### src/rtl/extbus_pkg.sv
// Shared definitions for the 6502-style external bus master: FSM encoding,
// slave register map and default PHY2 timing.
package extbus_pkg;

    typedef enum logic [1:0] {
        ST_IDLE  = 2'd0,
        ST_ARMED = 2'd1,
        ST_LOW   = 2'd2,
        ST_HIGH  = 2'd3
    } bm_state_e;

    localparam logic [2:0] REG_ADDRx_H = 3'd0;
    localparam logic [2:0] REG_ADDRx_M = 3'd1;
    localparam logic [2:0] REG_ADDRx_L = 3'd2;
    localparam logic [2:0] REG_DATA0   = 3'd3;
    localparam logic [2:0] REG_DATA1   = 3'd4;
    localparam logic [2:0] REG_CTRL    = 3'd5;
    localparam logic [2:0] REG_IEN     = 3'd6;
    localparam logic [2:0] REG_ISR     = 3'd7;

    localparam int DEF_PHI_LOW_CYCLES  = 4;
    localparam int DEF_PHI_HIGH_CYCLES = 4;
    localparam int DEF_MAX_WAIT        = 15;

endpackage

### src/rtl/extbus_master_6502_sync2.sv
// Generic two-flop synchroniser for asynchronous single-bit bus lines;
// the reset value lets pulled-up lines come out of reset in their idle level.
module extbus_master_6502_sync2 #(
    parameter logic RST_VAL = 1'b0
) (
    input  logic clk,
    input  logic reset,
    input  logic d,
    output logic q
);

    logic meta_p0;

    always_ff @(posedge clk or posedge reset) begin
        if (reset) begin
            meta_p0 <= RST_VAL;
            q       <= RST_VAL;
        end else begin
            meta_p0 <= d;
            q       <= meta_p0;
        end
    end

endmodule

### src/rtl/extbus_master_6502.sv
// 6502-style bus initiator: turns single-beat requests into PHY2-timed bus
// cycles, stretching on RDY low and aborting after MAX_WAIT extra periods.
module extbus_master_6502
    import extbus_pkg::*;
#(
    parameter int PHI_LOW_CYCLES  = DEF_PHI_LOW_CYCLES,
    parameter int PHI_HIGH_CYCLES = DEF_PHI_HIGH_CYCLES,
    parameter int MAX_WAIT        = DEF_MAX_WAIT
) (
    input  logic       clk,
    input  logic       reset,
    input  logic       req_strobe,
    input  logic       req_write,
    input  logic [2:0] req_addr,
    input  logic [7:0] req_wrdata,
    output logic       req_busy,
    output logic       ack,
    output logic       err,
    output logic [7:0] rddata,
    output logic       irq,
    output logic       bus_phy2,
    output logic       bus_cs_n,
    output logic       bus_rw_n,
    output logic [2:0] bus_a,
    output logic [7:0] bus_d_out,
    output logic       bus_d_oe,
    input  logic [7:0] bus_d_in,
    input  logic       bus_rdy,
    input  logic       bus_irq_n
);

    localparam logic [1:0] S_IDLE  = ST_IDLE;
    localparam logic [1:0] S_ARMED = ST_ARMED;
    localparam logic [1:0] S_LOW   = ST_LOW;
    localparam logic [1:0] S_HIGH  = ST_HIGH;

    localparam logic [7:0] LOW_LAST   = 8'(PHI_LOW_CYCLES - 1);
    localparam logic [7:0] HIGH_LAST  = 8'(PHI_HIGH_CYCLES - 1);
    localparam logic [7:0] MAX_WAIT_C = 8'(MAX_WAIT);

    logic [7:0] cnt;
    logic       rise;
    logic       fall;
    logic [1:0] state;
    logic       wr_q;
    logic [2:0] addr_q;
    logic [7:0] wrdata_q;
    logic [7:0] wait_cnt;
    logic       rdy_s;
    logic       irq_n_s;

    extbus_master_6502_sync2 #(.RST_VAL(1'b1)) u_sync_rdy (
        .clk   (clk),
        .reset (reset),
        .d     (bus_rdy),
        .q     (rdy_s)
    );

    extbus_master_6502_sync2 #(.RST_VAL(1'b1)) u_sync_irq (
        .clk   (clk),
        .reset (reset),
        .d     (bus_irq_n),
        .q     (irq_n_s)
    );

    assign irq = ~irq_n_s;

    // rise/fall mark the last clk of the low/high phase respectively
    assign rise = ~bus_phy2 && (cnt == LOW_LAST);
    assign fall =  bus_phy2 && (cnt == HIGH_LAST);

    always_ff @(posedge clk or posedge reset) begin
        if (reset) begin
            bus_phy2 <= 1'b0;
            cnt      <= 8'd0;
        end else if (rise) begin
            bus_phy2 <= 1'b1;
            cnt      <= 8'd0;
        end else if (fall) begin
            bus_phy2 <= 1'b0;
            cnt      <= 8'd0;
        end else begin
            cnt      <= cnt + 8'd1;
        end
    end

    always_ff @(posedge clk or posedge reset) begin
        if (reset) begin
            state     <= S_IDLE;
            req_busy  <= 1'b0;
            ack       <= 1'b0;
            err       <= 1'b0;
            rddata    <= 8'd0;
            bus_cs_n  <= 1'b1;
            bus_rw_n  <= 1'b1;
            bus_a     <= 3'd0;
            bus_d_out <= 8'd0;
            bus_d_oe  <= 1'b0;
            wr_q      <= 1'b0;
            addr_q    <= 3'd0;
            wrdata_q  <= 8'd0;
            wait_cnt  <= 8'd0;
        end else begin
            ack <= 1'b0;
            case (state)
                S_IDLE: begin
                    if (req_strobe && !req_busy) begin
                        wr_q     <= req_write;
                        addr_q   <= req_addr;
                        wrdata_q <= req_wrdata;
                        req_busy <= 1'b1;
                        state    <= S_ARMED;
                    end
                end
                S_ARMED: begin
                    if (fall) begin
                        bus_cs_n <= 1'b0;
                        bus_a    <= addr_q;
                        bus_rw_n <= ~wr_q;
                        wait_cnt <= 8'd0;
                        state    <= S_LOW;
                    end
                end
                S_LOW: begin
                    if (rise) begin
                        state <= S_HIGH;
                        if (wr_q) begin
                            bus_d_oe  <= 1'b1;
                            bus_d_out <= wrdata_q;
                        end
                    end
                end
                S_HIGH: begin
                    if (fall) begin
                        if (rdy_s) begin
                            if (!wr_q)
                                rddata <= bus_d_in;
                            bus_cs_n <= 1'b1;
                            bus_rw_n <= 1'b1;
                            bus_d_oe <= 1'b0;
                            ack      <= 1'b1;
                            err      <= 1'b0;
                            req_busy <= 1'b0;
                            state    <= S_IDLE;
                        end else if (wait_cnt < MAX_WAIT_C) begin
                            // stretch by one full PHY2 period; bus stays driven
                            wait_cnt <= wait_cnt + {7'd0, (wait_cnt != 8'hFF)};
                            state    <= S_LOW;
                        end else begin
                            bus_cs_n <= 1'b1;
                            bus_rw_n <= 1'b1;
                            bus_d_oe <= 1'b0;
                            ack      <= 1'b1;
                            err      <= 1'b1;
                            req_busy <= 1'b0;
                            state    <= S_IDLE;
                        end
                    end
                end
                default: state <= S_IDLE;
            endcase
        end
    end

endmodule
### config.mk
export PLATFORM = sky130hd
export DESIGN_NAME = extbus_master_6502
export DESIGN_NICKNAME = d
export VERILOG_FILES = /design/src/rtl/extbus_pkg.sv /design/src/rtl/extbus_master_6502_sync2.sv /design/src/rtl/extbus_master_6502.sv
export SDC_FILE = /design/constraint.sdc
export NUM_CORES = 1
export LEC_CHECK = 0
export ABC_AREA = 1
export BUFFER_PORTS_ARGS = -buffer_cell sky130_fd_sc_hd__clkbuf_2
export CORE_MARGIN = 1
export CORE_UTILIZATION = 55
export CTS_CLUSTER_SIZE = 28
export DETAILED_ROUTE_END_ITERATION = 6
export PLACE_DENSITY = 0.79
export SYNTH_ARGS = -nofsm -noshare
export SYNTH_HDL_FRONTEND = slang
export SYNTH_SLANG_ARGS = --single-unit
### constraint.sdc
create_clock -name clk -period 2.6 [get_ports clk]
set_input_delay 0 -clock clk [delete_from_list [all_inputs] [get_ports clk]]
set_output_delay 0 -clock clk [all_outputs]
set_load 0.005 [all_outputs]
==> impl_metrics.py, run 1 <==
metrics = {
    "grt": {
        "first_pass_grt_wire_length_mm": 9.69,
        "grt_start_max_net_pins": 61,
        "total_global_route_track_usage_pct": 24.5,
        "antenna_found_initial": 0,
        "grt_pass1_vias": 2171,
        "grt_overflow": 0,
    },
    "power_and_ir_drop": {
        "p_leak_nw": 1.93,
        "power.ir.vdd_worst_mv": 0.607,
        "power_density_mw_per_mm2": 889,
    },
    "worst_setup_path": {
        "critical_path.most_common_cell": "nand2_1",
        "critPathBufInv": 2,
        "start_kind": "register",
        "timing.critical_path.cells": "nand4_1 > or4_1 > ha_1 > ha_1 > nand2_1 > inv_1 > nand2_1 > nand2_1 > nand3_1 > nand3_1 > nand2_1 > inv_1",
        "critical_path.top_delay_family": "simple AND/OR/NAND/NOR gates",
        "r2r_setup_slack_ns": 0.56,
        "worstPathRequired_ns": 2.84,
        "timing.critical_path.fanout_max": 5,
        "criticalPathCategory": "reg -> reg",
        "slowest_library_cell_on_the_worst_path": "dfrtp_1",
        "r2r-end": "wait_cnt[4]$_DFFE_PP0P_",
        "worst_setup_path_end_kind": "register",
        "critical-path-max-stage-delay_ns": 0.43,
        "worst_ep_arrival_ns": 2.28,
        "crit-reg2reg-launch": "wait_cnt[3]$_DFFE_PP0P_",
        "worst-r2r-cell-count": 12,
    },
    "finish": {
        "layout.area.seq_mm2": 0.00151,
        "drive_above_1_share_pct": 28.6,
        "fill_cells": 354,
        "instances_no_fill": 472,
        "finalNetCount": 432,
        "diodes": 0,
        "syn2layout_area_growth_pct": 27.6,
        "multi_input_area_mm2": 0.00110,
        "final_common_cell": "nand2_1",
        "mostFrequentLayoutCells": "nand2_1, dfrtp_1, clkbuf_2, inv_1, nor2_1",
    },
    "floorplan": {
        "die_y_um": 73.7,
        "floorplan.io_pins": 52,
        "core.rowCount": 25,
        "placeable_core_area_mm2": 0.00482,
        "die_width_um": 73.7,
        "fp.dieArea_mm2": 0.00543,
        "start_util_pct": 58.6,
    },
    "detailed_routing": {
        "wire_per_inst_um": 12.5,
        "drt-initial-drc-count": 174,
        "antenna_violating_nets_post_route": 0,
        "firstDrtPassIters": 4,
        "dr_total_vias": 2350,
        "via_per_inst": 4.98,
        "drc": 0,
        "routed_wirelength_mm": 5.91,
    },
    "timing": {
        "max_freq_ghz": 0.489,
        "total_count_of_hold_check_failures_in_the_final_report": 0,
        "slew_headroom_pct": 51.7,
        "worst_clock_skew_ns": 0.00929,
        "tightest_slew_ns": 0.725,
        "setup_repair_after_global_routing_missed_its_margin": "no",
        "fin_crit_period_ns": 2.04,
        "setup-tns-final_ns": 0,
        "final_max_slew_violation_count": 0,
        "timing.final.setup_violations": 0,
        "final_critical_path_setup_slack_ns": 0.557,
        "final.period_utilization_pct": 78.6,
    },
    "logic_synthesis": {
        "synthesis.instances": 317,
        "post_synth_main_area_contributors": "dfrtp_1, nand2_1, inv_1, dfstp_2, nand3_1",
        "postSynthRegisterBits": 60,
        "yosysTopAreaCell": "dfrtp_1",
        "syn-num-nets": 349,
        "top_cell_type_s_share_of_synthesized_area_pct": 47.8,
        "synth.yosys.seq_area_share_pct": 53.4,
        "synth.avg_cell_area_um2": 8.91,
        "post_syn_area_mm2": 0.00283,
        "ys_warn_count": 0,
        "synthDistinctLibCells": 31,
    },
    "clock_network": {
        "numClockSinks": 60,
        "ctsResizeCount": 0,
        "cts_root_buf": "clkbuf_8",
        "clock_tree.htree_level_count": 3,
        "clk_latency_ns": 0.34,
        "post-cts-setup-buffers": 0,
        "clkSlewWorstSetupHoldPaths_ns": 0.07,
        "tritoncts": "done",
        "cts_buffers": 9,
        "clock_path_buffers": 2,
    },
    "placement": {
        "final_wtd_congestion": 0.823,
        "dpl.cell_count": 433,
        "pre_cts_slack_ns": 0.561,
        "hpwlAfterDp_mm": 3.73,
        "port_buffers": 51,
    },
    "hold_path": {
        "worstHoldStart": "req_strobe",
        "hp-class": "in -> reg",
        "min_delay_path_depth": 6,
        "min_delay_worst_endpoint": "req_busy$_DFFE_PP0P_",
    },
    "status": {
        "status": "completed",
    },
    "job": {
        "drv.max_cap_violation_count": 0,
    },
}
[cell families after synthesis]
kind of cell	count (synthesis)	synth area share, %
adders and majority gates	7	3.10
and+or+nand+nor	164	27.4
buffers and inverters	54	7.71
AOI/OAI and AO/OA	25	5.85
muxes	4	1.59
DFF	60	53.4
xor gates and xnor gates	3	0.930
[where the power goes]
group	internal [W]	switching (W)	total, W	leakage, nW
clock	0.000565	0.000377	0.000942	0.113
sequential	0.00121	0.000156	0.00136	0.724
combinational	0.000387	0.000513	0.000900	1.10
[synth_stat cells, drive strengths merged]
master,n
or2,1
xor2,3
inv,50
buf,3
clkbuf,1
or4,1
nand2,99
nand4,5
nor2,29
dfrtp,54
dfstp,6
mux2,4
nor3,4
o21bai,1
o21ai,15
a21oi,9
nand3,25
ha,7
[layout make-up]
class                      instances  share of cell area, %
multi-input combinational        203                   30.5
clock buffer                      10                   3.82
clock inverter                     6                   2.39
timing repair buffer              76                   13.9
sequential                        60                   41.8
inverter                          50                   5.27
tap                               67                   2.32
[state kept, by name, summed over array words and instances, names as in the netlist, 2 cells and up]
signal and cells:
wrdata_q 8, cnt 8, rddata 8, bus_d_out 8, bus_a 3, state 2, wait_cnt 8, addr_q 3
[routing by layer]
metal | GRT usage [%] | share of wire [%] | vias to the layer above
met5 | 0 | 0 | -
met4 | 14.7 | 3.0 | 0
met3 | 5.49 | 5.3 | 22
met2 | 39.6 | 49 | 75
met1 | 30.2 | 43 | 1095
li1 | - | - | 1158
[tightest hold or removal path: cells and delay by family]
kind	cells	cell delay [ns]
simple gates	3	0.23
compound gates	2	0.16
buf+inv	1	0.09
[what timing repair did]
item	CTS	global route
hold buffers	23	0
setup endpoints to repair	0	0
endpoints found under the hold margin	76	0
[worst max path at each step]
stage | from | slack (ns) | endpoint | depth (start not counted)
final | wait_cnt[3]$_DFFE_PP0P_ | 0.56 | wait_cnt[4]$_DFFE_PP0P_ | 12
after global routing | wait_cnt[3]$_DFFE_PP0P_ | 0.38 | wait_cnt[2]$_DFFE_PP0P_ | 9
after CTS | wait_cnt[3]$_DFFE_PP0P_ | 0.56 | wait_cnt[4]$_DFFE_PP0P_ | 12
after detailed placement | wait_cnt[3]$_DFFE_PP0P_ | 0.56 | wait_cnt[4]$_DFFE_PP0P_ | 12
after global placement | wait_cnt[3]$_DFFE_PP0P_ | 0.67 | wait_cnt[4]$_DFFE_PP0P_ | 12
after floorplan | wait_cnt[3]$_DFFE_PP0P_ | 0.77 | wait_cnt[4]$_DFFE_PP0P_ | 12
[through the flow]
stage	hold WS [ns]	utilization [%]	total power [W]	instance area, µm²
floorplan	0.00448	-	0.00194	2830
global placement	0.0888	65.4	0.00219	3150
detailed placement	0.0892	65.4	0.00223	3150
CTS	0.167	74.9	0.00321	3610
global route	0.223	74.9	0.00341	3610
finish	0.176	74.9	0.00320	3610
Power figures use the tool's default switching activity.
==> run 2: changes to the inputs <==
==> constraint.sdc (replaced) <==
create_clock -name clk -period 2.1 [get_ports clk]
set_input_delay 0 -clock clk [delete_from_list [all_inputs] [get_ports clk]]
set_output_delay 0 -clock clk [all_outputs]
set_load 0.005 [all_outputs]
==> run 2 against run 1 <==
First-iteration DRC count down 1.1%. Sequential power grew 24%. Final area up 2.6%. Wire length grew 5.6%. Critical path type unchanged. Highest routed layer unchanged. Count of clock-buffer cells in the layout shrank 1. Register-to-register slack got worse by 0.52 ns. Cell count grew 1.9%. Clock power grew 37%. Maximum frequency shrank 0.85%. Combinational power up 30%. Worst setup slack got worse by 0.52 ns. Sequential cell count did not move.
==> impl_metrics.py, run 2 (synthesis results as in run 1) <==
metrics = {
    "worst_setup_path": {
        "criticalPathCategory": "reg -> reg",
        "timing.critical_path.cells": "nand4_1 > or4_1 > ha_2 > ha_1 > nand2_1 > inv_1 > nand2_1 > nand2_1 > nand3_1 > nand3_1 > nand2_1 > inv_1",
        "worstPathRequired_ns": 2.34,
        "critical-path-max-stage-delay_ns": 0.47,
        "worst_setup_path_end_kind": "register",
        "worst_ep_arrival_ns": 2.30,
        "timing.critical_path.fanout_max": 3,
        "start_kind": "register",
        "critical_path.most_common_cell": "nand2_1",
        "slowest_library_cell_on_the_worst_path": "or4_1",
    },
    "power_and_ir_drop": {
        "cell_internal_pwr_w": 0.00279,
        "power.ir.vdd_worst_mv": 0.917,
        "p_leak_nw": 1.99,
        "p_total_w": 0.00414,
        "share_comb_of_total_power_pct": 28.1,
        "power_density_mw_per_mm2": 1120,
        "switchingPower_w": 0.00135,
        "seq_power_share_pct": 40.6,
        "clkPwrFrac_pct": 31.3,
        "power.switching_fraction_pct": 32.7,
    },
    "clock_network": {
        "cts_buffers": 9,
        "clock_path_buffers": 2,
        "clkSlewWorstSetupHoldPaths_ns": 0.08,
        "clk_latency_ns": 0.34,
        "clock_tree.htree_level_count": 3,
        "tritoncts": "done",
        "numClockSinks": 60,
        "cts_root_buf": "clkbuf_8",
    },
    "hold_path": {
        "hp-class": "in -> async",
    },
    "timing": {
        "holdWs_ns": 0.159,
        "worst_clock_skew_ns": 0.0138,
        "total_count_of_hold_check_failures_in_the_final_report": 0,
        "slew_headroom_pct": 70.0,
        "timing.final.setup_violations": 0,
        "max_freq_ghz": 0.485,
        "final_max_slew_violation_count": 0,
        "final_critical_path_setup_slack_ns": 0.0394,
        "final.period_utilization_pct": 98.1,
        "tightest_slew_ns": 0.448,
        "fin_crit_period_ns": 2.06,
    },
    "finish": {
        "syn2layout_area_growth_pct": 31.0,
        "instances_no_fill": 481,
        "final_cell_area_mm2": 0.00370,
        "finalNetCount": 441,
        "final_common_cell": "nand2_1",
        "diodes": 0,
        "mostFrequentLayoutCells": "nand2_1, dfrtp_1, clkbuf_2, inv_1, nor2_1",
        "fill_cells": 338,
        "drive_above_1_share_pct": 30.4,
    },
    "placement": {
        "dpl.cell_count": 435,
        "pre_cts_slack_ns": 0.0584,
        "final_wtd_congestion": 0.841,
        "hpwlAfterDp_mm": 3.94,
        "port_buffers": 51,
        "placement.cell_area_mm2": 0.00317,
    },
    "grt": {
        "grt_overflow": 0,
        "total_global_route_track_usage_pct": 25.7,
        "antenna_found_initial": 0,
        "first_pass_grt_wire_length_mm": 10.1,
        "grt_start_max_net_pins": 27,
        "grt_pass1_vias": 2279,
    },
    "status": {
        "status": "completed",
    },
    "detailed_routing": {
        "firstDrtPassIters": 4,
        "drt-initial-drc-count": 172,
        "via_per_inst": 4.95,
        "drc": 0,
        "wire_per_inst_um": 13.0,
        "antenna_violating_nets_post_route": 0,
        "dr_total_vias": 2379,
        "routed_wirelength_mm": 6.24,
    },
    "floorplan": {
        "floorplan.io_pins": 52,
        "placeable_core_area_mm2": 0.00482,
        "die_width_um": 73.7,
        "core.rowCount": 25,
        "start_util_pct": 58.6,
        "fp.dieArea_mm2": 0.00543,
        "die_y_um": 73.7,
    },
    "job": {
        "drv.max_cap_violation_count": 0,
    },
}
==> run 2: through the flow <==
step,TNS [ns],util [%]
final,0,76.8
after CTS,0,75.7
after global routing,-0.0521,76.8
after floorplan,0,-
after detailed placement,0,65.7
after global placement,0,65.7
==> run 2: worst paths after layout <==
kind / startpoint / end / slack (ns) / cells past startpoint
worst max-delay path: wait_cnt[2]$_DFFE_PP0P_ / wait_cnt[4]$_DFFE_PP0P_ / 0.04 / 12
worst min-delay path: reset / rddata[6]$_DFFE_PP0P_ / 0.16 / 3
worst max register to register: wait_cnt[2]$_DFFE_PP0P_ / wait_cnt[4]$_DFFE_PP0P_ / 0.04 / 12
worst min register to register: u_sync_irq.meta_p0$_DFF_PP1_ / u_sync_irq.q$_DFF_PP1_ / 0.36 / 0
max in group asynchronous: reset / state[0]$_DFFE_PP0P_ / 1.28 / 4
min in group clk: req_strobe / state[1]$_DFFE_PP0P_ / 0.17 / 6
==> run 2: timing repair <==
action | in CTS | in global routing
setup endpoints to repair | 0 | 2
buffers inserted | 0 | 7
hold endpoints to repair | 54 | 0
hold buffers | 23 | 0
gates resized for setup | 0 | 1
==> run 2: cell type report <==
class                      instances  area, µm²  share of cell area, %
sequential                        60       1510                   40.8
multi-input combinational        203       1100                   29.8
timing repair buffer              85        568                   15.4
inverter                          50        190                   5.14
clock buffer                       9        124                   3.35
clock inverter                     7        124                   3.35
tap                               67       83.8                   2.27
==> run 2: power by group through the flow <==
stage | sequential [W] | combinational [W] | clock (W)
after floorplan | 0.00168 | 0.000720 | 0
after global placement | 0.00169 | 0.00104 | 0
after detailed placement | 0.00169 | 0.00109 | 0
after CTS | 0.00168 | 0.00113 | 0.00131
after global routing | 0.00171 | 0.00133 | 0.00136
final | 0.00168 | 0.00117 | 0.00129
==> run 2: per-layer routing <==
metal	up-vias	GRT usage (%)	wire length (µm)
met5	-	0	0
met4	0	10.0	105
met3	14	8.78	298
met2	68	42.5	3190
met1	1131	30.9	2650
li1	1166	-	-
==> run 2: worst max-delay path: cells and delay by family (launching register included) <==
kind / cells / cell delay (ns)
flops: 1 / 0.41
fa+ha+maj: 2 / 0.41
buf+inv: 2 / 0.10
simple gates: 8 / 1.05
==> run 3: changes to the inputs <==
--- a/config.mk
+++ b/config.mk
@@ -8,10 +8,10 @@
 export ABC_AREA = 1
 export BUFFER_PORTS_ARGS = -buffer_cell sky130_fd_sc_hd__clkbuf_2
 export CORE_MARGIN = 1
-export CORE_UTILIZATION = 55
+export CORE_UTILIZATION = 59
 export CTS_CLUSTER_SIZE = 28
 export DETAILED_ROUTE_END_ITERATION = 6
-export PLACE_DENSITY = 0.79
+export PLACE_DENSITY = 0.84
 export SYNTH_ARGS = -nofsm -noshare
 export SYNTH_HDL_FRONTEND = slang
 export SYNTH_SLANG_ARGS = --single-unit
==> constraint.sdc (replaced) <==
create_clock -name clk -period 2.4 [get_ports clk]
set_input_delay 0 -clock clk [delete_from_list [all_inputs] [get_ports clk]]
set_output_delay 0 -clock clk [all_outputs]
set_load 0.005 [all_outputs]
==> run 3 against run 2 <==
Total power fell by 18%. Clock skew shrank 0.0041 ns. Largest cell class unchanged. Combinational power shrank 14%. Hold slack better by 0.020 ns.
==> impl_metrics.py, run 3 (synthesis results as in run 1) <==
metrics = {
    "worst_setup_path": {
        "worst_setup_path_end_kind": "register",
        "start_kind": "register",
        "worst_ep_arrival_ns": 2.34,
        "worstPathRequired_ns": 2.62,
        "timing.critical_path.fanout_max": 5,
        "criticalPathCategory": "reg -> reg",
    },
    "placement": {
        "port_buffers": 51,
        "hpwlAfterDp_mm": 3.92,
        "final_wtd_congestion": 0.925,
    },
    "clock_network": {
        "numClockSinks": 60,
        "tritoncts": "done",
        "post-cts-setup-buffers": 0,
        "clk_latency_ns": 0.33,
        "clock_tree.htree_level_count": 3,
        "cts_root_buf": "clkbuf_8",
        "cts_buffers": 9,
        "clock_path_buffers": 2,
        "clkSlewWorstSetupHoldPaths_ns": 0.06,
        "ctsResizeCount": 0,
    },
    "timing": {
        "tightest_slew_ns": 0.584,
        "total_count_of_hold_check_failures_in_the_final_report": 0,
        "slew_headroom_pct": 61.0,
        "setup-tns-final_ns": 0,
        "timing.final.setup_violations": 0,
        "setup_repair_after_global_routing_missed_its_margin": "no",
        "worst_clock_skew_ns": 0.00963,
        "final.period_utilization_pct": 88.2,
        "final_max_slew_violation_count": 0,
        "max_freq_ghz": 0.473,
        "fin_crit_period_ns": 2.12,
    },
    "grt": {
        "grt_start_max_net_pins": 61,
        "grt_overflow": 0,
        "antenna_found_initial": 0,
        "first_pass_grt_wire_length_mm": 10.8,
        "grt_pass1_vias": 2337,
        "total_global_route_track_usage_pct": 28.2,
    },
    "finish": {
        "syn2layout_area_growth_pct": 26.7,
        "fill_cells": 265,
        "drive_above_1_share_pct": 28.4,
        "diodes": 0,
        "final_common_cell": "nand2_1",
        "mostFrequentLayoutCells": "nand2_1, dfrtp_1, clkbuf_2, inv_1, nor2_1",
        "finalNetCount": 432,
    },
    "power_and_ir_drop": {
        "power.ir.vdd_worst_mv": 0.730,
        "p_leak_nw": 1.93,
        "p_total_w": 0.00340,
        "power_density_mw_per_mm2": 952,
    },
    "floorplan": {
        "fp.dieArea_mm2": 0.00507,
        "start_util_pct": 63.1,
        "die_y_um": 71.2,
        "floorplan.io_pins": 52,
        "core.rowCount": 24,
        "die_width_um": 71.2,
        "placeable_core_area_mm2": 0.00447,
    },
    "detailed_routing": {
        "dr_total_vias": 2395,
        "drc": 0,
        "drt-initial-drc-count": 320,
        "antenna_violating_nets_post_route": 0,
        "via_per_inst": 5.24,
        "wire_per_inst_um": 13.5,
        "routed_wirelength_mm": 6.18,
        "firstDrtPassIters": 4,
    },
    "hold_path": {
        "hp-class": "in -> reg",
    },
    "job": {
        "drv.max_cap_violation_count": 0,
    },
    "status": {
        "status": "completed",
    },
}
==> run 3: layer usage <==
layer	global-route usage [%]	share of wire (%)	vias to the layer above
li1	-	-	1152
met1	34.5	42	1144
met2	46.9	50	77
met3	6.55	5.0	22
met4	14.7	3.2	0
met5	0	0	-
==> run 3: power breakdown <==
group	total, W	switching (W)	internal [W]
clock network	0.000922	0.000389	0.000533
registers	0.00148	0.000169	0.00131
logic	0.00101	0.000582	0.000424
total	0.00340	0.00114	0.00226
==> run 3: worst max-delay path: stages, from the launching register on <==
cell,delay (ns)
dfrtp_1,0.43
nand4_1,0.16
or4_1,0.43
ha_1,0.23
ha_1,0.21
nand2_1,0.07
inv_1,0.06
nand2_1,0.06
nand2_1,0.05
nand3_1,0.08
nand3_1,0.11
nand2_1,0.09
inv_1,0.04
==> run 3: path summary, 6_finish.rpt <==
check	from	to	slack, ns	cells past startpoint
worst max-delay path	wait_cnt[3]$_DFFE_PP0P_	wait_cnt[4]$_DFFE_PP0P_	0.28	12
min in group asynchronous	reset	rddata[4]$_DFFE_PP0P_	0.26	4
worst min-delay path	req_strobe	req_busy$_DFFE_PP0P_	0.18	6
max in group asynchronous	reset	bus_rw_n$_DFFE_PP1P_	1.84	4
worst min register to register	u_sync_rdy.meta_p0$_DFF_PP1_	u_sync_rdy.q$_DFF_PP1_	0.36	0
worst max register to register	wait_cnt[3]$_DFFE_PP0P_	wait_cnt[4]$_DFFE_PP0P_	0.28	12
==> run 3: layout make-up <==
cell class,count,area (µm²),share of cell area (%)
clock buffers,12,155,4.34
clock inverters,4,47.5,1.33
inverters,50,190,5.31
multi-input cells,203,1100,30.7
flip-flops and latches,60,1510,42.2
well taps,52,65.1,1.82
repair buffers,76,513,14.3
==> run 3: repair_timing <==
action / CTS / global route
setup endpoints to repair: 0 / 0
hold endpoints to repair: 81 / 0
hold buffers: 23 / 0
==> run 3: stage by stage <==
step	instance area (µm²)	instances	hold slack [ns]	worst slack, ns	utilization, %
CTS	3580	457	0.175	0.312	80.0
floorplan	2830	317	0.00448	0.565	-
detailed placement	3150	418	0.0711	0.371	70.3
global route	3580	457	0.216	0.0957	80.0
finish	3580	457	0.178	0.284	80.0
global placement	3150	418	0.0687	0.484	70.3
